`src/rtl/control_pila.sv`:
```
// rtl/control_pila.sv - call/return sequencer driving the program stack
//
// Turns single-cycle call/ret requests from the decoder into push/pop
// operations on the stack, returns the popped address to the PC mux with a
// one-cycle valid strobe, and tracks the stack depth.
//
// Optional protection: define CONTROL_PILA_PROTECCION_EN to enable the
// full/empty checks and the sticky desbordamiento/subdesbordamiento flags.
// Without it every request is issued, the depth wraps and both flags read 0.
//
// Ports:
//   clk, reset          clock, asynchronous active-high reset
//   call, ret           push / pop requests, sampled only in REPOSO
//   dir_retorno         address to push, sampled together with call
//   pila_salida         stack top-of-stack word (registered by the stack)
//   pila_activa         stack enable
//   pila_push           1 = push, 0 = pop (when pila_activa = 1)
//   pila_datos          data to push
//   pc_retorno          captured return address
//   retorno_valido      one-cycle strobe for a newly captured pc_retorno
//   ocupado             high whenever the sequencer is not in REPOSO
//   profundidad         number of entries on the stack
//   desbordamiento      sticky overflow flag
//   subdesbordamiento   sticky underflow flag
module control_pila #(
  parameter int DATA  = 10,
  parameter int DEPTH = 64
) (
  input  logic                     clk,
  input  logic                     reset,
  input  logic                     call,
  input  logic                     ret,
  input  logic [DATA-1:0]          dir_retorno,
  input  logic [DATA-1:0]          pila_salida,
  output logic                     pila_activa,
  output logic                     pila_push,
  output logic [DATA-1:0]          pila_datos,
  output logic [DATA-1:0]          pc_retorno,
  output logic                     retorno_valido,
  output logic                     ocupado,
  output logic [$clog2(DEPTH)-1:0] profundidad,
  output logic                     desbordamiento,
  output logic                     subdesbordamiento
);

  localparam int PW = $clog2(DEPTH);
  // Word 0 of the stack is never written, so usable capacity is DEPTH-1.
  localparam logic [PW-1:0] LLENO = PW'(DEPTH - 1);

  typedef enum logic [1:0] {REPOSO, EMPUJA, SACA, ESPERA} estado_t;

  estado_t estado;
  logic    lleno;
  logic    vacio;

`ifdef CONTROL_PILA_PROTECCION_EN
  assign lleno = (profundidad == LLENO);
  assign vacio = (profundidad == '0);
`else
  assign lleno             = 1'b0;
  assign vacio             = 1'b0;
  assign desbordamiento    = 1'b0;
  assign subdesbordamiento = 1'b0;
`endif

  always_ff @(posedge clk or posedge reset) begin
    if (reset) begin
      estado            <= REPOSO;
      pila_activa       <= 1'b0;
      pila_push         <= 1'b0;
      pila_datos        <= '0;
      pc_retorno        <= '0;
      retorno_valido    <= 1'b0;
      ocupado           <= 1'b0;
      profundidad       <= '0;
`ifdef CONTROL_PILA_PROTECCION_EN
      desbordamiento    <= 1'b0;
      subdesbordamiento <= 1'b0;
`endif
    end else begin
      case (estado)
        REPOSO: begin
          // call has priority; a simultaneous ret is dropped.
          if (call) begin
            if (lleno) begin
`ifdef CONTROL_PILA_PROTECCION_EN
              desbordamiento <= 1'b1;
`endif
            end else begin
              pila_datos  <= dir_retorno;
              pila_activa <= 1'b1;
              pila_push   <= 1'b1;
              ocupado     <= 1'b1;
              estado      <= EMPUJA;
            end
          end else if (ret) begin
            if (vacio) begin
`ifdef CONTROL_PILA_PROTECCION_EN
              subdesbordamiento <= 1'b1;
`endif
            end else begin
              // Top of stack is already stable thanks to the ESPERA settle
              // cycle, so the return address is captured before the pop.
              pc_retorno     <= pila_salida;
              retorno_valido <= 1'b1;
              pila_activa    <= 1'b1;
              pila_push      <= 1'b0;
              ocupado        <= 1'b1;
              estado         <= SACA;
            end
          end
        end
        EMPUJA: begin
          // Depth tracks the stack pointer: it moves at the push edge.
          profundidad <= profundidad + 1'b1;
          pila_activa <= 1'b0;
          pila_push   <= 1'b0;
          estado      <= ESPERA;
        end
        SACA: begin
          profundidad    <= profundidad - 1'b1;
          pila_activa    <= 1'b0;
          retorno_valido <= 1'b0;
          estado         <= ESPERA;
        end
        ESPERA: begin
          ocupado <= 1'b0;
          estado  <= REPOSO;
        end
        default: begin
          pila_activa    <= 1'b0;
          pila_push      <= 1'b0;
          retorno_valido <= 1'b0;
          ocupado        <= 1'b0;
          estado         <= REPOSO;
        end
      endcase
    end
  end

endmodule
```
`config.mk`:
```
export PLATFORM = sky130hd
export DESIGN_NAME = control_pila
export DESIGN_NICKNAME = d
export VERILOG_FILES = /design/src/rtl/control_pila.sv
export SDC_FILE = /design/constraint.sdc
export NUM_CORES = 1
export LEC_CHECK = 0
export CORE_MARGIN = 3
export CORE_UTILIZATION = 50
export DETAILED_ROUTE_END_ITERATION = 10
export DONT_BUFFER_PORTS = 1
export PLACE_DENSITY = 0.67
export SYNTH_ARGS = -nofsm -noshare
export SYNTH_HDL_FRONTEND = slang
export SYNTH_SLANG_ARGS = --single-unit
```
`constraint.sdc`:
```
create_clock -name clk -period 4.6 [get_ports clk]
set_clock_uncertainty 0.05 [all_clocks]
set_input_delay 1.15 -clock clk [delete_from_list [all_inputs] [get_ports clk]]
set_output_delay 1.15 -clock clk [all_outputs]
set_load 0.01 [all_outputs]
```
Word-level counts from Yosys, hierarchy flattened:

Cells that the tools add are included.

* $add $sub $neg: 2
* equal/unequal tests: 6
* multiplexer cells: 13
* bitwise gates (word level): 1
* reductions and logical operators: 13

Operators by type and width (number)
* $pmux 6 s2: 1
* $reduce_bool 2->1: 5
* $pmux 1 s2: 4
* $reduce_and 2->1: 4
* $add 6x1->6 const B: 1
* $pmux 2 s3: 1
* $reduce_and 3->1: 2
* $sub 6x1->6 const B: 1
* $mux 1: 5
* $eq 2x2->1 const B: 2
* $mux 2: 2
* $ne 2x2->1 const B: 2
* $ne 3x3->1 const B: 1
* $eq 2x1->1 const B: 1
* $logic_not 2->1: 1
* $reduce_or 2->1: 1
* $not 1->1: 1

* register bits: 32
* input port bits: 24
* word-level logic and storage cells: 43

Longest topological paths before layout:

Gate-level depths: netlist of run 1.

* depth in word-level cells: 4
* gate-level depth with buffers: 9
* gate-level depth less buffers: 8

Least setup slack after synthesis of run 1:

OpenSTA, ideal clock, no wires.

* path type: input to register
* start point: input call
* end point: register pc_retorno[0]
* library setup time: 125 ps
* arrival: 1941 ps
* required time: 4425 ps
* setup slack: 2485 ps
* cell stages on the path: 4
* cells stage by stage: inv_1 -> nand3_1 -> clkbuf_1 -> mux2_2

* cells in the longest elaborated chain, start to end: 2

Ends and longest elaborated chain
* from (decl): RTL line 31 `input logic call,`
* $not 1->1 (no line)
* $reduce_and 3->1 (no line)
* to (signal assigned): RTL line 104 `pc_retorno <= pila_salida;`
* to (decl): RTL line 38 `output logic [DATA-1:0] pc_retorno,`

Every way passes these cells.
A chain may end at the register's enable or synchronous reset.

Final worst setup path of run 1:

* start point: register estado[0]
* end point: register profundidad[5]

* cells in the longest elaborated chain, start to end: 2
* elaborated cells between the ends (all ways): 4

Ends and longest elaborated chain
* from (decl): RTL line 52 `estado_t estado;`
* from (signal assigned): RTL line 68 `estado <= REPOSO;`
* from (signal assigned): RTL line 94 `estado <= EMPUJA;`
* from (signal assigned): RTL line 109 `estado <= SACA;`
* $eq 2x2->1 or $eq 2x1->1 (tied branches): RTL line 81 `case (estado)`
* $pmux 6 s2 or $reduce_bool 2->1 (tied branches)
* to (signal assigned): RTL line 115 `profundidad <= profundidad + 1'b1;`
* to (signal assigned): RTL line 121 `profundidad <= profundidad - 1'b1;`
* to (decl): RTL line 41 `output logic [$clog2(DEPTH)-1:0] profundidad,`

Several ways; a longest one is shown, not always the timed one.

==> results of run 1 <==
==> synthesized netlist by cell type <==
cell | n | share of area
nand2_1 | 5 | 0.012
o41ai_1 | 1 | 0.0057
nand4b_1 | 1 | 0.0057
mux2_2 | 22 | 0.16
o32ai_1 | 1 | 0.0057
a41oi_1 | 1 | 0.0057
o21ai_1 | 1 | 0.0033
nor2b_1 | 2 | 0.0081
a21boi_0 | 1 | 0.0049
mux2i_1 | 1 | 0.0065
nand3b_1 | 1 | 0.0049
clkbuf_1 | 3 | 0.0073
nor3_1 | 1 | 0.0033
ha_1 | 6 | 0.049
a22o_1 | 1 | 0.0057
dfrtp_1 | 32 | 0.52
xnor2_1 | 5 | 0.029
inv_1 | 10 | 0.024
xor2_1 | 3 | 0.017
buf_2 | 2 | 0.0065
conb_1 | 1 | 0.0024
or4b_4 | 1 | 0.0090
o21ai_0 | 7 | 0.023
buf_6 | 1 | 0.0073
a2111oi_2 | 1 | 0.0098
nor2_1 | 3 | 0.0073
o211ai_1 | 1 | 0.0049
a211o_1 | 1 | 0.0057
nand2b_1 | 1 | 0.0041
a21oi_1 | 6 | 0.020
buf_4 | 2 | 0.0098
nand3_1 | 3 | 0.0098
==> worst max-delay path: cells and delay by family (launching register included) <==
family | cells | cell delay, ns
AND/OR/NAND/NOR | 1 | 0.53
AO/OA/AOI/OAI | 2 | 0.42
flip-flops | 1 | 0.42
adder cells (fa/ha/maj) | 1 | 0.41
XOR/XNOR | 1 | 0.16
buffers and inverters | 1 | 0.11
==> sequential cells by signal (all words and copies together) (netlist names) <==
signal and flops:
ocupado 1, pila_activa 1, pila_push 1, retorno_valido 1
estado 2, pc_retorno 10, pila_datos 10, profundidad 6
==> cells by family after synthesis <==
family,after synthesis
simple gates,18
xor+xnor,8
buf+inv,18
compound gates,22
flops,32
other cells,1
fa+ha+maj,6
mux,23
==> worst paths after layout <==
kind	cells past startpoint	slack, ns	to
max	6	2.41	profundidad[5]
max reg2reg	6	2.41	profundidad[5]
min reg2reg	1	0.50	profundidad[5]
max in group asynchronous	2	3.49	pila_push
min in group asynchronous	2	0.72	retorno_valido
min	1	0.50	profundidad[5]
==> cell type report <==
| class | count | share of cell area |
|---|---|---|
| repair buffers | 1 | 0.00465 |
| inverters | 10 | 0.0233 |
| well taps | 31 | 0.0240 |
| multi-input cells | 79 | 0.405 |
| flip-flops and latches | 32 | 0.496 |
| clock inverters | 2 | 0.0217 |
| clock buffers | 6 | 0.0256 |
==> through the flow <==
stage          cells  setup slack, ns  hold WS [ns]  power [mW]  utilization
2_1_floorplan    129             2.48         0.458        1.00            -
3_3_place_gp     153             2.45         0.484        1.07        0.544
3_5_place_dp     153             2.40         0.487        1.09        0.544
4_1_cts          161             2.40         0.501        1.30        0.571
5_1_grt          161             2.25         0.525        1.39        0.571
6_report         161             2.41         0.500        1.29        0.571
==> metal layers <==
| metal | vias up | track usage |
|---|---|---|
| met5 | - | 0 |
| met1 | 443 | 0.159 |
| li1 | 437 | - |
| met3 | 5 | 0.0881 |
| met4 | 0 | 0.0697 |
| met2 | 42 | 0.222 |
==> placed cells by master, fill, tap and decap left out, drive strengths merged, types with 2 or more instances in the layout <==
cell type / netlist / layout
nor2: 3 / 3
clkbuf: 3 / 6
conb: 1 / 2
a21oi: 6 / 6
nor2b: 2 / 2
nand3: 3 / 3
xor2: 3 / 3
inv: 10 / 10
nand2: 5 / 5
dfrtp: 32 / 32
xnor2: 5 / 5
mux2: 22 / 22
o21ai: 8 / 8
ha: 6 / 6
==> power by group <==
group / internal, mW / leakage (nW) / switching [mW]
combinational: 0.244 / 0.296 / 0.209
sequential: 0.426 / 0.381 / 0.198
clock: 0.114 / 0.0422 / 0.0960
total: 0.784 / 0.719 / 0.503
==> impl_metrics.py, run 1 <==
metrics = {
    "status": {
        "status": "finished clean",
    },
    "yosys": {
        "yosysUniqueCellTypes": 32,
        "synth-adder-area-share": 0.0489,
        "ys_seq_area_frac": 0.522,
        "syn_area_um2": 1540,
        "synth_xor_area_frac": 0.0456,
        "synth_mux_area_frac": 0.168,
        "ys_ff_latch": 32,
        "syn_avg_cell_area_um2": 12.0,
        "synth_warnings": 0,
        "synthCells": 128,
        "synth_compound_area_frac": 0.0937,
        "synth_top_family_by_area": "multiplexers",
        "synthSimpleGateAreaFrac": 0.0644,
    },
    "critical_path": {
        "cp-end-kind": "flip-flop",
        "crit_arrival_ns": 2.37,
        "path_cells": "inv_1 > ha_1 > or4b_4 > a2111oi_2 > a41oi_1 > xnor2_1",
        "worst_path_max_delay_cell": "or4b_4",
        "cp-start-kind": "flip-flop",
        "r2r-start": "estado[0]",
        "slowest_delay_ns": 0.53,
        "cp_max_fo": 12,
        "required_ns": 4.78,
        "cp-startpoint": "estado[0]",
        "crit_type": "reg2reg",
    },
    "layout": {
        "fill_cells": 243,
        "layout-drive-gt1-share": 0.246,
        "diodes": 0,
        "multi_input_area_um2": 653,
        "layout.nets": 159,
        "fin_area_um2": 1610,
        "seqCellArea_um2": 801,
        "synthToLayoutAreaGrowth_pct": 5.13,
    },
    "timing": {
        "finalMaxSlewViolations": 0,
        "hold_viol_final": 0,
        "worst_pin_slew_ns": 0.516,
        "max_slew_margin": 0.655,
        "period_minus_slack_ns": 2.19,
        "finalSetupTns_ns": 0,
        "setup_viol": 0,
        "clock.fmax_mhz": 456,
        "post-route-period-util": 0.477,
        "rsz0062_at_grt": "no",
    },
    "detailed_routing": {
        "wire_per_inst_um": 16.4,
        "drc_errors": 0,
        "finalWirelength_um": 2640,
        "wl_met3_um": 269,
        "first_pass_iters": 4,
        "viasPerCell": 5.76,
        "ant_nets": 0,
        "wl_met1_um": 1070,
        "vias": 927,
        "wl_met2_um": 1260,
        "top_layer_used": "met4",
        "drtIter0Drc": 34,
    },
    "clock_tree": {
        "cts_buffer_depth": 2,
        "clock_latency_ns": 0.33,
        "clock_sinks": 32,
        "cts_hold_buf": 0,
        "htree_levels": 2,
        "post-cts-setup-buffers": 0,
        "numCtsBuffers": 5,
        "clk_pin_slew_ns": 0.10,
        "cts_tree": "built",
        "cts_resized": 0,
        "root_buffer": "clkbuf_4",
    },
    "floorplanning": {
        "dieArea_um2": 3770,
        "row_count": 19,
        "core-area_um2": 2830,
        "die_y_um": 61.4,
        "io_pins": 56,
        "die_w_um": 61.4,
        "initial_utilization": 0.543,
    },
    "placed_design": {
        "place_hpwl_um": 1920,
        "dpl_cell_area_um2": 1540,
        "portBuffers": 0,
        "gp_congestion": 0.745,
    },
    "power": {
        "pwr_density_cell_nw_per_um2": 797,
        "p_leak_nw": 0.719,
        "peakVddDrop_mv": 0.417,
    },
    "global_routing": {
        "grt_pass1_wl_um": 3860,
        "antenna_found_initial": 0,
        "grt_max_degree": 33,
        "grt_pass1_vias": 916,
        "grt_usage": 0.145,
        "gr-total-overflow": 0,
    },
    "min_path": {
        "worstHoldPathType": "reg2reg",
        "worstHoldStart": "profundidad[5]",
    },
    "run": {
        "drv_cap": 0,
    },
}
Note: power is estimated with default switching activity, not from simulation.
==> run 2: changes to the inputs <==
Settings changed: PLACE_DENSITY 0.67 to 0.7.
Clock period 4.6 ns to 1.8 ns, I/O delays scaled along.
==> impl_metrics.py, run 2 (same netlist as run 1, synthesis figures left out) <==
metrics = {
    "status": {
        "status": "complete, but fails checks",
        "violations": "setup timing",
    },
    "global_routing": {
        "grt_pass1_vias": 1009,
        "grt_usage": 0.158,
        "gr-total-overflow": 0,
        "grt_max_degree": 18,
        "grt_pass1_wl_um": 4330,
        "antenna_found_initial": 0,
    },
    "min_path": {
        "whs_path_depth": 1,
        "worstHoldPathType": "in2reg",
        "worstHoldStart": "pila_salida[8]",
        "min_to": "pc_retorno[8]",
    },
    "layout": {
        "mostFrequentLayoutCell": "dfrtp_1",
        "diodes": 0,
        "synthToLayoutAreaGrowth_pct": 14.3,
        "layout.nets": 171,
        "layout-drive-gt1-share": 0.331,
        "reg_top3": "pc_retorno x10, pila_datos x10, profundidad x6",
        "final_cell_mix": "dfrtp_1 (32), mux2_2 (22), buf_4 (11), inv_1 (9), o21ai_0 (7)",
        "final_util": 0.620,
    },
    "clock_tree": {
        "clock_latency_ns": 0.32,
        "clk_pin_slew_ns": 0.10,
        "numCtsBuffers": 5,
        "root_buffer": "clkbuf_4",
        "cts_tree": "built",
        "htree_levels": 2,
        "cts_buffer_depth": 2,
        "clock_sinks": 32,
    },
    "timing": {
        "rsz0062_at_grt": "yes",
        "setup_ws_ns": -0.00657,
        "finalMaxSlewViolations": 0,
        "fin_hold_ws_ns": 0.220,
        "clock.fmax_mhz": 554,
        "setup_viol": 1,
        "period_minus_slack_ns": 1.81,
        "hold_viol_final": 0,
        "finalSetupTns_ns": -0.00657,
        "post-route-period-util": 1.00,
    },
    "critical_path": {
        "cp-end-kind": "flip-flop",
        "cp-startpoint": "estado[0]",
        "worst_path_max_delay_cell": "or4b_4",
        "r2r-end": "profundidad[5]",
        "slowest_delay_ns": 0.47,
        "reg2regPathDepth": 6,
        "rrSetupSlack_ns": -0.007,
        "path_cells": "inv_2 > ha_4 > or4b_4 > a2111oi_4 > a41oi_2 > xnor2_1",
        "crit_type": "reg2reg",
        "cp-start-kind": "flip-flop",
        "crit_arrival_ns": 1.97,
        "required_ns": 1.97,
        "cp_max_fo": 3,
        "r2r-start": "estado[0]",
    },
    "placed_design": {
        "gp_congestion": 0.767,
        "portBuffers": 0,
        "place_hpwl_um": 2100,
    },
    "power": {
        "pwr_density_cell_nw_per_um2": 2030,
        "peakVddDrop_mv": 0.911,
        "p_leak_nw": 0.780,
        "finalPower_mw": 3.57,
    },
    "detailed_routing": {
        "viasPerCell": 5.77,
        "first_pass_iters": 4,
        "finalWirelength_um": 2880,
        "wire_per_inst_um": 16.7,
        "vias": 999,
        "drtIter0Drc": 26,
        "drc_errors": 0,
        "ant_nets": 0,
    },
    "floorplanning": {
        "initial_utilization": 0.543,
        "die_y_um": 61.4,
        "dieArea_um2": 3770,
        "die_w_um": 61.4,
        "core-area_um2": 2830,
        "row_count": 19,
        "io_pins": 56,
    },
    "run": {
        "drv_cap": 0,
    },
}
==> run 2: cell type report <==
| cell class | instances | area, um^2 |
|---|---|---|
| Inverter | 10 | 37.5 |
| Tap cell | 31 | 38.8 |
| Sequential cell | 32 | 801 |
| Timing Repair Buffer | 13 | 113 |
| Fill cell | 220 | 1070 |
| Multi-Input combinational cell | 79 | 688 |
| Clock buffer | 6 | 41.3 |
| Clock inverter | 2 | 35.0 |
==> run 2: per-layer routing <==
layer / up-vias / global-route usage / part of all wire
li1: 466 / - / -
met1: 481 / 0.173 / 0.40
met2: 46 / 0.257 / 0.49
met3: 6 / 0.0797 / 0.093
met4: 0 / 0.0727 / 0.018
met5: - / 0 / 0
==> run 2: critical path, delay by kind of cell, from the launching register on <==
family                   cells  cell delay (ns)
XOR/XNOR                     1             0.15
flip-flops                   1             0.41
buffers and inverters        1             0.09
AND/OR/NAND/NOR              1             0.47
adder cells (fa/ha/maj)      1             0.14
AO/OA/AOI/OAI                2             0.39
==> run 2: worst max path at each step <==
stage / to / slack (ns) / cells after the start
6_report: profundidad[5] / -0.007 / 6
5_1_grt: profundidad[5] / -0.09 / 6
4_1_cts: profundidad[5] / -0.01 / 6
3_5_place_dp: profundidad[5] / -0.02 / 6
3_3_place_gp: profundidad[5] / 0.04 / 6
2_1_floorplan: profundidad[4] / -0.02 / 9
==> run 2: power by group <==
group,switching (mW),total (mW),internal (mW),leakage [nW]
combinational,0.733,1.53,0.793,0.357
clock,0.237,0.528,0.291,0.0422
sequential,0.424,1.51,1.09,0.381
==> run 2: per-stage QoR <==
step / setup WS (ns) / instance area [um^2] / std cells
after global routing: -0.0911 / 1750 / 173
final: -0.00657 / 1750 / 173
after global placement: 0.0387 / 1640 / 163
after CTS: -0.0119 / 1750 / 172
after detailed placement: -0.0208 / 1640 / 163
after floorplan: -0.0229 / 1560 / 129
==> run 2: timing repair <==
action                     CTS  global route
hold endpoints to repair    32             0
hold buffers                 1             0
setup endpoints to repair    1             2
buffers inserted             0             1
gates resized for setup      2             0
pin swaps                    0             0
==> run 3: changes to the inputs <==
Settings changed: CTS_BUF_LIST set to sky130_fd_sc_hd__clkbuf_4, MAX_ROUTING_LAYER set to met4.
Clock period 1.8 ns to 1.6 ns, I/O delays scaled along.
==> impl_metrics.py, run 3 (same netlist as run 1, synthesis figures left out) <==
metrics = {
    "critical_path": {
        "r2r-end": "profundidad[5]",
        "r2r-start": "estado[0]",
        "cp-startpoint": "estado[0]",
        "reg2regPathDepth": 6,
        "rrSetupSlack_ns": -0.25,
        "critPathCapture": "profundidad[5]",
        "required_ns": 1.77,
        "crit_arrival_ns": 2.02,
        "crit_type": "reg2reg",
        "cp-start-kind": "flip-flop",
        "cp-end-kind": "flip-flop",
        "cp_max_fo": 3,
    },
    "layout": {
        "final_cell_mix": "dfrtp_1 (32), mux2_2 (22), buf_4 (15), inv_1 (8), o21ai_0 (7)",
        "fill_cells": 204,
        "synthToLayoutAreaGrowth_pct": 23.2,
        "mostFrequentLayoutCell": "dfrtp_1",
        "stdcell_count": 179,
        "layout.nets": 177,
        "diodes": 0,
        "reg_top3": "pc_retorno x10, pila_datos x10, profundidad x6",
        "layout-drive-gt1-share": 0.432,
    },
    "clock_tree": {
        "numCtsBuffers": 5,
        "clock_latency_ns": 0.33,
        "root_buffer": "clkbuf_4",
        "cts_buffer_depth": 2,
        "clk_pin_slew_ns": 0.10,
        "htree_levels": 2,
        "cts_tree": "built",
        "clock_sinks": 32,
    },
    "detailed_routing": {
        "drtIter0Drc": 60,
        "wire_per_inst_um": 18.4,
        "wl_met2_um": 1820,
        "first_pass_iters": 4,
        "wl_met3_um": 225,
        "ant_nets": 0,
        "drc_errors": 0,
        "top_layer_used": "met4",
        "viasPerCell": 5.69,
        "finalWirelength_um": 3290,
        "wl_met1_um": 1180,
        "vias": 1019,
    },
    "timing": {
        "fin_hold_ws_ns": 0.154,
        "post-route-period-util": 1.15,
        "period_minus_slack_ns": 1.85,
        "clock.fmax_mhz": 541,
        "setup_viol": 3,
        "setup_ws_ns": -0.247,
        "rsz0062_at_grt": "yes",
        "hold_viol_final": 0,
        "finalMaxSlewViolations": 0,
    },
    "floorplanning": {
        "die_y_um": 61.4,
        "initial_utilization": 0.543,
        "row_count": 19,
        "die_w_um": 61.4,
        "dieArea_um2": 3770,
        "io_pins": 56,
        "core-area_um2": 2830,
    },
    "power": {
        "p_leak_nw": 0.827,
        "peakVddDrop_mv": 1.22,
        "pwr_density_cell_nw_per_um2": 2360,
    },
    "status": {
        "violations": "setup timing",
        "status": "complete, but fails checks",
    },
    "global_routing": {
        "grt_pass1_vias": 1060,
        "antenna_found_initial": 0,
        "grt_usage": 0.191,
        "gr-total-overflow": 0,
        "grt_pass1_wl_um": 4840,
        "grt_max_degree": 24,
    },
    "placed_design": {
        "pre_cts_slack_ns": -0.215,
        "dp.cells": 168,
        "portBuffers": 0,
        "place_hpwl_um": 2390,
        "gp_congestion": 0.935,
    },
    "min_path": {
        "worstHoldPathType": "in2reg",
    },
    "run": {
        "drv_cap": 0,
    },
}
[run 3: changes by cell type in the layout (fill, tap and decap cells not counted), moves of 2 or more]
cell,before,now
ha_4,1,4
a21oi_1,6,4
buf_4,11,15
a21oi_2,0,2
ha_1,4,2
[run 3: per-stage QoR]
stage	instance area, um^2	TNS [ns]	power (mW)	utilization
final	1890	-0.544	4.47	0.669
after global routing	1890	-0.697	4.80	0.669
after CTS	1860	-0.491	4.39	0.658
after detailed placement	1710	-1.24	3.57	0.603
after global placement	1710	-0.256	3.44	0.603
after floorplan	1580	-0.482	2.97	-
[run 3: what timing repair did]
action,in CTS,in global routing
pin swaps,6,3
hold buffers,1,0
gates resized for setup,10,5
setup buffers,1,1
endpoints found under the setup margin,26,15
endpoints found under the hold margin,9,0
[run 3: report_power, final]
part	switching, mW	internal [mW]
Sequential	0.479	1.23
Combinational	0.989	1.16
Clock	0.275	0.344
[run 3: how the worst min path moves through the flow]
| stage | endpoint | depth (start not counted) | slack (ns) | start |
|---|---|---|---|---|
| floorplan | profundidad[5] | 1 | 0.46 | profundidad[5] |
| global route | pila_datos[0] | 1 | 0.13 | dir_retorno[0] |
| detailed placement | profundidad[4] | 1 | 0.28 | reset |
| global placement | profundidad[4] | 1 | 0.27 | reset |
| finish | pila_datos[8] | 1 | 0.15 | dir_retorno[8] |
| CTS | pila_datos[8] | 1 | 0.14 | dir_retorno[8] |
[run 3: routing by layer]
metal | vias to the layer above | GRT usage
li1 | 474 | -
met3 | 8 | 0.0839
met1 | 501 | 0.192
met2 | 36 | 0.326
met5 | - | -
met4 | 0 | 0.0727
[run 3: critical path, stage by stage, from the launching register on]
cell	delay, ns
dfrtp_1	0.40
inv_2	0.08
ha_4	0.14
or4b_4	0.48
a2111oi_4	0.36
a41oi_2	0.07
xnor2_1	0.14
[run 3: area by class of cell]
| class | instances | area, um^2 | area share |
|---|---|---|---|
| clock buffers | 6 | 45.0 | 0.0238 |
| multi-input cells | 79 | 761 | 0.402 |
| repair buffers | 19 | 174 | 0.0919 |
| clock inverters | 2 | 35.0 | 0.0185 |
| flip-flops and latches | 32 | 801 | 0.423 |
| well taps | 31 | 38.8 | 0.0205 |
| inverters | 10 | 37.5 | 0.0198 |
==> RTL edit (config.mk and constraints of run 2) <==
The option `CONTROL_PILA_PROTECCION_EN` is turned on by a define.
--- a/src/rtl/control_pila.sv
+++ b/src/rtl/control_pila.sv
@@ -23,4 +23,6 @@
 //   desbordamiento      sticky overflow flag
 //   subdesbordamiento   sticky underflow flag
+`define CONTROL_PILA_PROTECCION_EN
+
 module control_pila #(
   parameter int DATA  = 10,
Behaviour: not the same (Yosys sat finds a counterexample within 4 cycles, from zero or initial values and one cycle with reset high).
==> RTL edit against run 2 <==
The run still ends with setup timing left. Design area up 15%. Sequential power is 5% higher. Area after synthesis is 5.8% higher. Combinational power increased by 32%. Critical path depth fell by 2. Setup slack worse by 0.26 ns. Total power rose by 17%. Via count grew 12%. Synthesized cell count increased by 0.78%. Sequential cell count is 2 higher. Routed wire length increased by 21%. First-iteration DRC count increased by 85%. Die area rose by 5.2%.
==> RTL edit: results (changes against run 2) <==
- Post-synthesis mux area share: 16.7% (-0.071 points)
- HP Class: in2reg
- Overflow after GRT: 0 (unchanged)
- Max FO, Critical Path: 3 (unchanged)
- CP Launch Type: flip-flop
- Worst R2R Start: profundidad[4]
- DP HPWL: 2.45 mm (+17%)
- Worst EP arrival: 2.23 ns (+0.26 ns)
- GRT Util Overall: 17.3% (+1.5 points)
- Yosys warns: 0 (unchanged)
- CP max-delay cell: or4_4
- Status: finished with violations
- Crit path max-delay family: simple AND/OR/NAND/NOR gates
- Min-delay src: ret
- Antenna diode count: 0 (unchanged)
- Netlist cell types: 34 (+6.3%)
- Final worst slack: -0.271 ns (-0.264 ns)
- CTS Buf Count: 5 (unchanged)
- Maximum vdd drop: 1.08 mV (+18%)
- Layout cells sized above 1: 47.7% (+15 points)
- Pre-CTS setup slack: -0.230 ns (-0.209 ns)
- Clock root cell: clkbuf_4
- Area fraction in compound gates after synthesis: 11.0% (+1.6 points)
- Leak pwr: 0.881 nW (+13%)
- Synth cell count leaders: dfrtp_1 (34), mux2_2 (21), inv_1 (8)
- Placer Congestion: 0.786 (+2.5%)
- Vias per Instance: 5.61 (-2.8%)
- FILL cells: 242 (+10%)
- Post-Synth XOR/XNOR Area: 3.78% (-0.79 points)
- DRT iter0 DRCs: 48 (+85%)
- Synth Area in Adders: 4.62% (-0.27 points)
- Vias in the first global route: 1141 (+13%)
- Slowest stage delay, CP: 0.55 ns (+0.08 ns)
- Failing checks: setup timing
- Synth Flop Type: dfrtp_1
- Drt first pass iters: 4 (unchanged)
- Synth area leaders: dfrtp_1 (52%), mux2_2 (15%), ha_1 (4.6%)
- Placed cell area: 1790 um^2 (+9.1%)
- Asr flop ratio synth: 100% (unchanged)
- Port bufs: 0 (unchanged)
- Pin count of the biggest net entering global routing: 21 (+3)
- Internal power: 2.57 mW (+18%)
- Top Registers: pc_retorno x10, pila_datos x10, profundidad x6
- Seq/Total Area, Yosys: 52.4% (+0.23 points)
- Nets: 185 (+8.2%)
- WL/cell: 17.5 um (+5.3%)
- Worst skew pair latency: 0.33 ns
- First-pass GRT wire length: 5.40 mm (+25%)
- Syn_nets: 159
- Final setup violation count: 17 (+16)
RTL edit: changes by cell type in the layout (fill, tap and decap cells not counted), sizes merged, moves of 2 or more:
cell,before,now
o21bai,0,2
conb,2,0
nand2,5,7
o22a,0,3
dfrtp,32,34
inv,10,8
buf,12,23
o21ai,8,4
RTL edit: what timing repair did:
action	CTS	global route
gates cloned	0	1
hold endpoints to repair	26	0
pin swaps	6	12
resized for setup	7	15
buffers inserted	3	4
hold buffers	1	0
setup endpoints to repair	18	30
RTL edit: layer usage:
metal	vias up	share of wire (%)	track usage, %
met3	4	6.1	5.94
met2	42	53	29.9
li1	515	-	-
met4	0	0.83	6.06
met1	556	40	19.7
met5	-	0	0
RTL edit: final timing paths:
path | to | slack, ns | depth (start not counted)
setup / recovery | estado[0] | -0.27 | 4
hold / removal | subdesbordamiento | 0.20 | 2
setup reg to reg | estado[0] | -0.27 | 4
hold reg to reg | desbordamiento | 0.52 | 1
max in group asynchronous | pc_retorno[3] | 0.92 | 3
min in group asynchronous | subdesbordamiento | 0.55 | 3
RTL edit: cell type report:
| type | instances | area [um^2] | share of cell area, % |
|---|---|---|---|
| inverter | 8 | 30.0 | 1.48 |
| timing repair buffer | 24 | 214 | 10.6 |
| tap | 44 | 55.1 | 2.72 |
| multi-input combinational | 82 | 792 | 39.1 |
| clock buffer | 6 | 51.3 | 2.53 |
| sequential | 34 | 853 | 42.1 |
| clock inverter | 1 | 30.0 | 1.48 |
RTL edit: metrics by stage:
| step | cells | utilization, % | total power [mW] | TNS (ns) |
|---|---|---|---|---|
| detailed placement | 183 | 58.1 | 3.33 | -2.18 |
| floorplan | 129 | - | 2.85 | -3.00 |
| finish | 199 | 65.8 | 4.17 | -3.11 |
| global route | 199 | 65.8 | 4.47 | -4.17 |
| global placement | 183 | 58.1 | 3.24 | -1.77 |
| CTS | 194 | 62.6 | 4.02 | -1.81 |
RTL edit: power by group through the flow:
| stage | Sequential [mW] | Clock, mW | Combinational, mW |
|---|---|---|---|
| 6_report | 1.59 | 0.559 | 2.02 |
| 5_1_grt | 1.63 | 0.625 | 2.21 |
| 4_1_cts | 1.58 | 0.574 | 1.86 |
| 3_5_place_dp | 1.59 | 0 | 1.74 |
| 3_3_place_gp | 1.58 | 0 | 1.66 |
| 2_1_floorplan | 1.58 | 0 | 1.27 |
RTL edit: logic make-up (layout without fill, tap and decap cells):
logic type                 count (synthesis)  after routing
AOI/OAI and AO/OA                         23             23
xor gates and xnor gates                   7              7
adders and majority gates                  6              6
buffers and inverters                     14             39
DFF                                       34             34
muxes                                     24             24
and+or+nand+nor                           21             22
